**src/rtl/sync_counter_161_if.sv**
```systemverilog
// Parallel-load/enable/carry bundle of one 161-style counter stage.
// The master modport drives the controls; the counter itself uses slave.
interface sync_counter_161_if #(
  parameter int WIDTH = 4
);
  logic             ldbar;
  logic             ctp;
  logic             ctt;
  logic [WIDTH-1:0] d;
  logic [WIDTH-1:0] q;
  logic             co;

  modport master (
    output ldbar, ctp, ctt, d,
    input  q, co
  );

  modport slave (
    input  ldbar, ctp, ctt, d,
    output q, co
  );
endinterface

```
**src/rtl/sync_counter_161.sv**
```systemverilog
// 74LS161-style presettable binary counter: async clear, sync load, P/T enables, ripple carry.
// Define CO_REGISTERED_EN to take the carry from a predicted-terminal-count flop (glitch-free).
module sync_counter_161 #(
  parameter int WIDTH = 4
) (
  input logic               cp,
  input logic               cr,
  sync_counter_161_if.slave bus
);
  localparam logic [WIDTH-1:0] ALL_ONES = '1;

  logic [WIDTH-1:0] q_r;
  logic [WIDTH-1:0] q_nxt;

  // Load outranks counting; D is never looked at unless ldbar is low.
  always_comb begin
    q_nxt = q_r;
    if (!bus.ldbar) begin
      q_nxt = bus.d;
    end else if (bus.ctp && bus.ctt) begin
      q_nxt = q_r + WIDTH'(1);
    end
  end

  always_ff @(posedge cp or posedge cr) begin
    if (cr) begin
      q_r <= '0;
    end else begin
      q_r <= q_nxt;
    end
  end

  assign bus.q = q_r;

`ifdef CO_REGISTERED_EN
  // Holds (q == all ones) for the state q is about to enter, so it lines up with q.
  logic tc_r;

  always_ff @(posedge cp or posedge cr) begin
    if (cr) begin
      tc_r <= 1'b0;
    end else begin
      tc_r <= (q_nxt == ALL_ONES);
    end
  end

  assign bus.co = bus.ctt & tc_r;
`else
  assign bus.co = bus.ctt & (q_r == ALL_ONES);
`endif
endmodule

```
**src/flat_wrapper.sv**
```systemverilog
// flat-port wrapper written by rule: the top's interface ports become plain ports
module sync_counter_161_flat 
#(
  parameter int WIDTH = 4
)
  (cp, cr, bus_ldbar, bus_ctp, bus_ctt, bus_d, bus_q, bus_co);
  sync_counter_161_if #(.WIDTH(WIDTH)) bus_i ();
  input logic cp;
  input logic cr;
  input wire logic [$bits(bus_i.ldbar)-1:0] bus_ldbar;
  input wire logic [$bits(bus_i.ctp)-1:0] bus_ctp;
  input wire logic [$bits(bus_i.ctt)-1:0] bus_ctt;
  input wire logic [$bits(bus_i.d)-1:0] bus_d;
  output wire logic [$bits(bus_i.q)-1:0] bus_q;
  output wire logic [$bits(bus_i.co)-1:0] bus_co;
  assign bus_i.ldbar = bus_ldbar;
  assign bus_i.ctp = bus_ctp;
  assign bus_i.ctt = bus_ctt;
  assign bus_i.d = bus_d;
  assign bus_q = bus_i.q;
  assign bus_co = bus_i.co;
  sync_counter_161 #(.WIDTH(WIDTH)) u_core (.cp(cp), .cr(cr), .bus(bus_i));
endmodule
```
**config.mk**
```make
export PLATFORM = sky130hd
export DESIGN_NAME = sync_counter_161_flat
export DESIGN_NICKNAME = d
export VERILOG_FILES = /design/src/rtl/sync_counter_161_if.sv /design/src/rtl/sync_counter_161.sv /design/src/flat_wrapper.sv
export SDC_FILE = /design/constraint.sdc
export NUM_CORES = 1
export LEC_CHECK = 0
export CAP_MARGIN = 20
export CORE_AREA = 4 4 41 43
export CTS_BUF_LIST = sky130_fd_sc_hd__clkbuf_16
export DETAILED_ROUTE_END_ITERATION = 12
export DIE_AREA = 0 0 45 47
export GPL_ROUTABILITY_DRIVEN = 0
export GPL_TIMING_DRIVEN = 0
export HOLD_SLACK_MARGIN = 0.12
export PLACE_DENSITY = 0.53
export SYNTH_ARGS = -nofsm -noshare
export SYNTH_HDL_FRONTEND = slang
export SYNTH_SLANG_ARGS = --single-unit
```
**constraint.sdc**
```tcl
create_clock -name cp -period 1.66 [get_ports cp]
set_clock_uncertainty 0.15 [all_clocks]
set_input_delay 0.166 -clock cp [delete_from_list [all_inputs] [get_ports cp]]
set_output_delay 0.166 -clock cp [all_outputs]
set_load 0.03 [all_outputs]
```
==> key figures, run 1 <==
Detailed routing
  – Number of routed nets with antenna violations: 0
  – Routed WL: 582 um
  – DRT Pass-1 Iters: 2
  – WL/cell: 10.58 um
  – Post-route DRC: 0
  – Vias per Instance: 3.909
  – Via count: between 200 and 250
  – Initial DRC count: 5

Global route
  – Met1 Resource Use GR: 7.110%
  – Largest net degree at the start of global routing: 9
  – Number of global-route vias before repair: about 210
  – Global-route wire length before repair: 917 um
  – GRT Util Overall: between 6 and 7%
  – GRT busiest layer: met2
  – Total gr overflow: 0
  – Met2 usage: 8.757%
  – Met3 usage: 6.513%
  – Initial antenna violation count: 0

Logic synthesis
  – Register area share after synthesis: a little under half
  – Synthesized area: 221.5 um^2
  – Mapped Cells: 24
  – Mean Syn Cell Area: 9.228 um^2
  – Synth warnings: 0
  – Syn Nets: 34
  – Synthesis-stage register bit count: 4
  – Yosys cell types: 14

Die
  – Chip Width: 45 um
  – Core Region: approximately 1300 um^2
  – Row count: 13
  – Initial core utilization: 17.02%
  – Die area: ~2100 um^2
  – Chip height: 47 um
  – IO Pins: 14

Place
  – DP Worst Slack: -0.2255 ns
  – I/O Buffers: 12

STA
  – Min Tclk post-route: between 1.5 and 2 ns
  – Top achievable clock speed: 615.1 MHz
  – RSZ-0062 raised after global routing: no
  – Worst Tran Pin Value: between 0.3 and 0.4 ns
  – Final Max Slew Viols: 0
  – Crit share post-route: 97.94%
  – Max-Slew Margin vs Limit: 78.64%
  – Hold Vio Cnt, Final: 0
  – Final WS setup: 0.03415 ns
  – Setup Viol. Count Final: 0

Layout
  – Fill count: 146
  – Multi-input gate area: roughly 110 um^2
  – Commonest non-fill, non-tap cells in the layout: clkdlybuf4s50_1, nor2_1, dfrtp_1
  – Most common cell after layout, fill and taps aside: clkdlybuf4s50_1
  – Final #Nets: 52
  – Max reg flops: 4
  – Register area: 100.1 um^2
  – Ant. Diodes: 0
  – Layout cells sized above 1: 15.00%
  – Area Overhead vs Synth: 100.0%

Power and ir drop
  – PwrDens: 1356 nW/um^2
  – Peak supply drop: between 0.5 and 0.6 mV
  – Pleak: 0.1942 nW
  – Tot Pwr: 0.0006005 W

Critical path
  – CP arrival: 1.31 ns
  – Max incr delay on CP: 0.69 ns
  – CP Launch Type: flip-flop
  – Buf/Inv on CP: 1
  – Req. time, crit path: about 1.3 ns
  – Max stage delay cell, worst path: clkdlybuf4s50_1
  – Crit-path leading delay family: buffers and inverters
  – Crit Path Class: flip-flop to primary output
  – Critical Path Start: u_core.bus.q[2]$_DFFE_PP0P_
  – Reg-to-Reg Start: u_core.bus.q[0]$_DFFE_PP0P_
  – Crit-path max FO: 4
  – Critical path endpoint category: primary output
  – CP Cell Sequence: clkdlybuf4s50_1

CTS
  – Clock sinks: 4
  – CTS Buf Count: 3
  – CTS tree: yes
  – Reg clk slew, reported paths: 0.03 ns
  – Worst-case clock buffer depth: 2
  – Clock Latency Late Sink: between 0.2 and 0.25 ns
  – Root buffer cell: clkbuf_16
  – CTS H-Tree Depth: 1

Worst hold path
  – Hold path startpoint: bus_ldbar
  – Min-Delay Path Class: primary input to flip-flop

Flow run
  – Max-Cap Viols: 0

Run status
  – Outcome: finished clean
==> what timing repair did <==
| item | 4_1_cts | 5_1_grt |
|---|---|---|
| setup endpoints to repair | 1 | 2 |
| endpoints found under the hold margin | 4 | 0 |
| hold buffers | 1 | 0 |
| resized for setup | 3 | 3 |
| setup buffers | 0 | 0 |
==> cells by family after synthesis <==
logic type               synth area share [%]
buffers and inverters                   3.387
XOR/XNOR                                7.911
flip-flops                              45.20
AND/OR/NAND/NOR                         21.47
adder cells (fa/ha/maj)                 5.649
multiplexers                            4.520
AO/OA/AOI/OAI                           11.86
==> worst paths after layout <==
path                            slack, ns  cells past startpoint                           to
worst max-delay path                 0.03                      1                     bus_q[2]
worst min-delay path                 0.16                      2  u_core.bus.q[1]$_DFFE_PP0P_
worst max register to register       0.43                      4  u_core.bus.q[2]$_DFFE_PP0P_
worst min register to register       0.45                      2  u_core.bus.q[3]$_DFFE_PP0P_
max in group asynchronous            0.65                      3  u_core.bus.q[0]$_DFFE_PP0P_
min in group asynchronous            0.55                      3  u_core.bus.q[2]$_DFFE_PP0P_
==> per-layer routing <==
layer,share of wire [%],vias up,wire (um)
li1,-,116,-
met1,44,88,256
met2,40,11,233
met3,16,0,91
met4,0,0,0
met5,0,-,0
==> through the flow <==
| stage | instance area, um^2 | utilization (%) | instances | TNS (ns) | hold slack (ns) |
|---|---|---|---|---|---|
| 5_1_grt | 442.9 | 34.04 | 55 | 0 | 0.2040 |
| 2_1_floorplan | 221.5 | - | 24 | 0 | -0.2179 |
| 3_5_place_dp | 360.3 | 27.69 | 51 | -0.2255 | 0.2349 |
| 6_report | 442.9 | 34.04 | 55 | 0 | 0.1611 |
| 4_1_cts | 446.7 | 34.33 | 55 | 0 | 0.1680 |
| 3_3_place_gp | 360.3 | 27.69 | 51 | -0.2210 | 0.2213 |
==> where the power goes <==
part / total (W) / switching (W) / internal [W]
logic: 0.000106 / 0.0000536 / 0.0000521
clock network: 0.000373 / 0.0000651 / 0.000308
registers: 0.000122 / 0.0000124 / 0.000110
total: 0.000600 / 0.000131 / 0.000469
==> cells in the mapped netlist <==
master | instances | area (um^2)
dfrtp_1 | 4 | 100.1
nor2_1 | 4 | 15.01
a21oi_1 | 3 | 15.01
nand3_1 | 2 | 10.01
xor2_1 | 2 | 17.52
a31oi_1 | 1 | 6.260
and4_2 | 1 | 10.01
clkbuf_1 | 1 | 3.750
ha_1 | 1 | 12.51
inv_1 | 1 | 3.750
mux2i_1 | 1 | 10.01
nand2_2 | 1 | 6.260
o21ai_0 | 1 | 5.000
or3_1 | 1 | 6.260
==> final cells by class <==
class	instances	area share (%)
Clock buffer	3	16.95
Inverter	1	0.8475
Buffer	1	0.8475
Multi-Input combinational cell	18	25.71
Tap cell	15	4.237
Sequential cell	4	22.60
Timing Repair Buffer	13	28.81
Note: power is estimated with default switching activity, not from simulation.
==> run 2: changes to the inputs <==
==> constraint.sdc (replaced) <==
create_clock -name cp -period 1.55 [get_ports cp]
set_clock_uncertainty 0.15 [all_clocks]
set_input_delay 0.155 -clock cp [delete_from_list [all_inputs] [get_ports cp]]
set_output_delay 0.155 -clock cp [all_outputs]
set_load 0.03 [all_outputs]
==> run 2 against run 1 <==
Cell area is 1.1% higher. Sequential cell count unchanged. Critical path type unchanged. Critical path depth grew 2. Setup slack better by 0.027 ns. Final cell count grew 1.8%. Power increased by 6.7%. Combinational power increased by 5%.
==> key figures, run 2 (synthesized netlist as in run 1, its figures left out) <==
Run status
  – Outcome: finished clean

Worst hold path
  – Worst Hold Depth: 2 (unchanged)
  – Min-Delay Path Class: primary input to flip-flop

CTS
  – Reg clk slew, reported paths: 0.03 ns (about the same)
  – CTS tree: yes
  – Clock sinks: 4 (unchanged)
  – CTS Buf Count: 3 (unchanged)
  – Worst-case clock buffer depth: 2 (unchanged)
  – CTS H-Tree Depth: 1 (unchanged)
  – Root buffer cell: clkbuf_16
  – Clock Latency Late Sink: 0.22 ns (about the same)

Critical path
  – Crit-path max FO: 4 (unchanged)
  – R2R cell count: 3 (-1)
  – Crit Path Class: flip-flop to primary output
  – CP Launch Type: flip-flop
  – Max stage delay cell, worst path: dfrtp_1
  – Max incr delay on CP: 0.39 ns (-0.30 ns)
  – Req. time, crit path: 1.24 ns (-0.10 ns)
  – Critical path endpoint category: primary output
  – CP arrival: 1.18 ns (-0.13 ns)
  – CP Cell Sequence: ha_2 > and4_2 > clkbuf_4

STA
  – Crit share post-route: 96.08%
  – Worst Tran Pin Value: 0.3216 ns (+0.001751 ns)
  – Max-Slew Margin vs Limit: 78.56% (-0.082 points)
  – Hold Vio Cnt, Final: 0 (unchanged)
  – Setup Viol. Count Final: 0 (unchanged)
  – Setup TNS: 0 ns (unchanged)
  – Top achievable clock speed: 671.5 MHz
  – Final Max Slew Viols: 0 (unchanged)
  – RSZ-0062 raised after global routing: no
  – Min Tclk post-route: 1.489 ns

Power and ir drop
  – Tot Pwr: 0.0006405 W (+6.7%)
  – PwrDens: 1430 nW/um^2 (+5.5%)
  – Peak supply drop: 0.5821 mV (+6.8%)
  – Pleak: 0.1922 nW (-1.0%)

Detailed routing
  – Vias per Instance: 3.929 (+0.50%)
  – Via count: 220 (+2.3%)
  – WL met3: 90 um (-1.1%)
  – Met2 wire length: 237 um (+1.7%)
  – Initial DRC count: 5 (unchanged)
  – Routed WL: 583 um (+0.17%)
  – DRT Pass-1 Iters: 2 (unchanged)
  – Wire length on met1: 254 um (-0.78%)
  – WL/cell: 10.41 um (-1.6%)
  – Post-route DRC: 0 (unchanged)
  – Number of routed nets with antenna violations: 0 (unchanged)
  – DR top layer: met3

Global route
  – Total gr overflow: 0 (unchanged)
  – Number of global-route vias before repair: 209 (unchanged)
  – Global-route wire length before repair: 917 um (unchanged)
  – Initial antenna violation count: 0 (unchanged)
  – Largest net degree at the start of global routing: 9 (unchanged)
  – GRT Util Overall: 6.735% (unchanged)

Layout
  – Layout cells sized above 1: 19.51% (+4.5 points)
  – Final #Nets: 53 (+1.9%)
  – Ant. Diodes: 0 (unchanged)
  – Area Overhead vs Synth: 102.3%
  – Most common cell after layout, fill and taps aside: clkdlybuf4s50_1
  – Max reg flops: 4 (unchanged)
  – Commonest non-fill, non-tap cells in the layout: clkdlybuf4s50_1, nor2_1, dlygate4sd2_1, dfrtp_1

Die
  – Chip Width: 45 um (unchanged)
  – IO Pins: 14 (unchanged)
  – Core Region: 1301 um^2 (unchanged)
  – Die area: 2115 um^2 (unchanged)
  – Initial core utilization: 17.02% (unchanged)
  – Chip height: 47 um (unchanged)
  – Row count: 13 (unchanged)

Place
  – I/O Buffers: 12 (unchanged)

Flow run
  – Max-Cap Viols: 0 (unchanged)
[run 2: power breakdown]
part	internal (W)	switching [W]	leakage [nW]
Sequential	0.000118	0.0000128	0.0448
Clock	0.000329	0.0000698	0.0370
Combinational	0.0000524	0.0000586	0.110
[run 2: cell type report]
cell class / count / area (um^2)
Sequential cell: 4 / 100.1
Buffer: 1 / 3.754
Multi-Input combinational cell: 18 / 116.4
Clock buffer: 3 / 75.07
Inverter: 1 / 3.754
Fill cell: 149 / 853.3
Tap cell: 15 / 18.77
Timing Repair Buffer: 14 / 130.1
[run 2: through the flow]
stage | hold slack, ns | cell area [um^2] | utilization, % | setup slack (ns) | cells
floorplan | -0.2289 | 221.5 | - | 0.1780 | 24
global route | 0.1930 | 447.9 | 34.42 | 0.009861 | 56
finish | 0.1507 | 447.9 | 34.42 | 0.06081 | 56
global placement | 0.2103 | 360.3 | 27.69 | -0.3090 | 51
CTS | 0.1570 | 435.4 | 33.46 | 0.01348 | 55
detailed placement | 0.2239 | 360.3 | 27.69 | -0.3135 | 51
[run 2: per-layer routing]
metal  vias up  track usage [%]
li1        118                -
met1        91            7.110
met2        11            8.757
met3         0            6.513
met4         0            3.509
met5         -                0
[run 2: timing repair]
action                                  4_1_cts  5_1_grt
hold endpoints to repair                      4        0
setup buffers                                 0        1
endpoints found under the setup margin        5        1
pin swaps                                     0        0
hold buffers                                  1        0
resized for setup                             9        2
gates cloned                                  0        0
[run 2: worst max-delay path: cells and delay by family, from the launching register on]
kind / cells / cell delay, ns
buffers and inverters: 1 / 0.18
adder cells (fa/ha/maj): 1 / 0.20
flip-flops: 1 / 0.39
AND/OR/NAND/NOR: 1 / 0.20
[run 2: worst paths after layout]
path | slack, ns | to | start
max in group asynchronous | 0.55 | u_core.bus.q[0]$_DFFE_PP0P_ | cr
worst min-delay path | 0.15 | u_core.bus.q[1]$_DFFE_PP0P_ | bus_ldbar
min in group asynchronous | 0.54 | u_core.bus.q[2]$_DFFE_PP0P_ | cr
worst min register to register | 0.44 | u_core.bus.q[3]$_DFFE_PP0P_ | u_core.bus.q[3]$_DFFE_PP0P_
worst max-delay path | 0.06 | bus_co | u_core.bus.q[0]$_DFFE_PP0P_
worst max register to register | 0.36 | u_core.bus.q[3]$_DFFE_PP0P_ | u_core.bus.q[2]$_DFFE_PP0P_
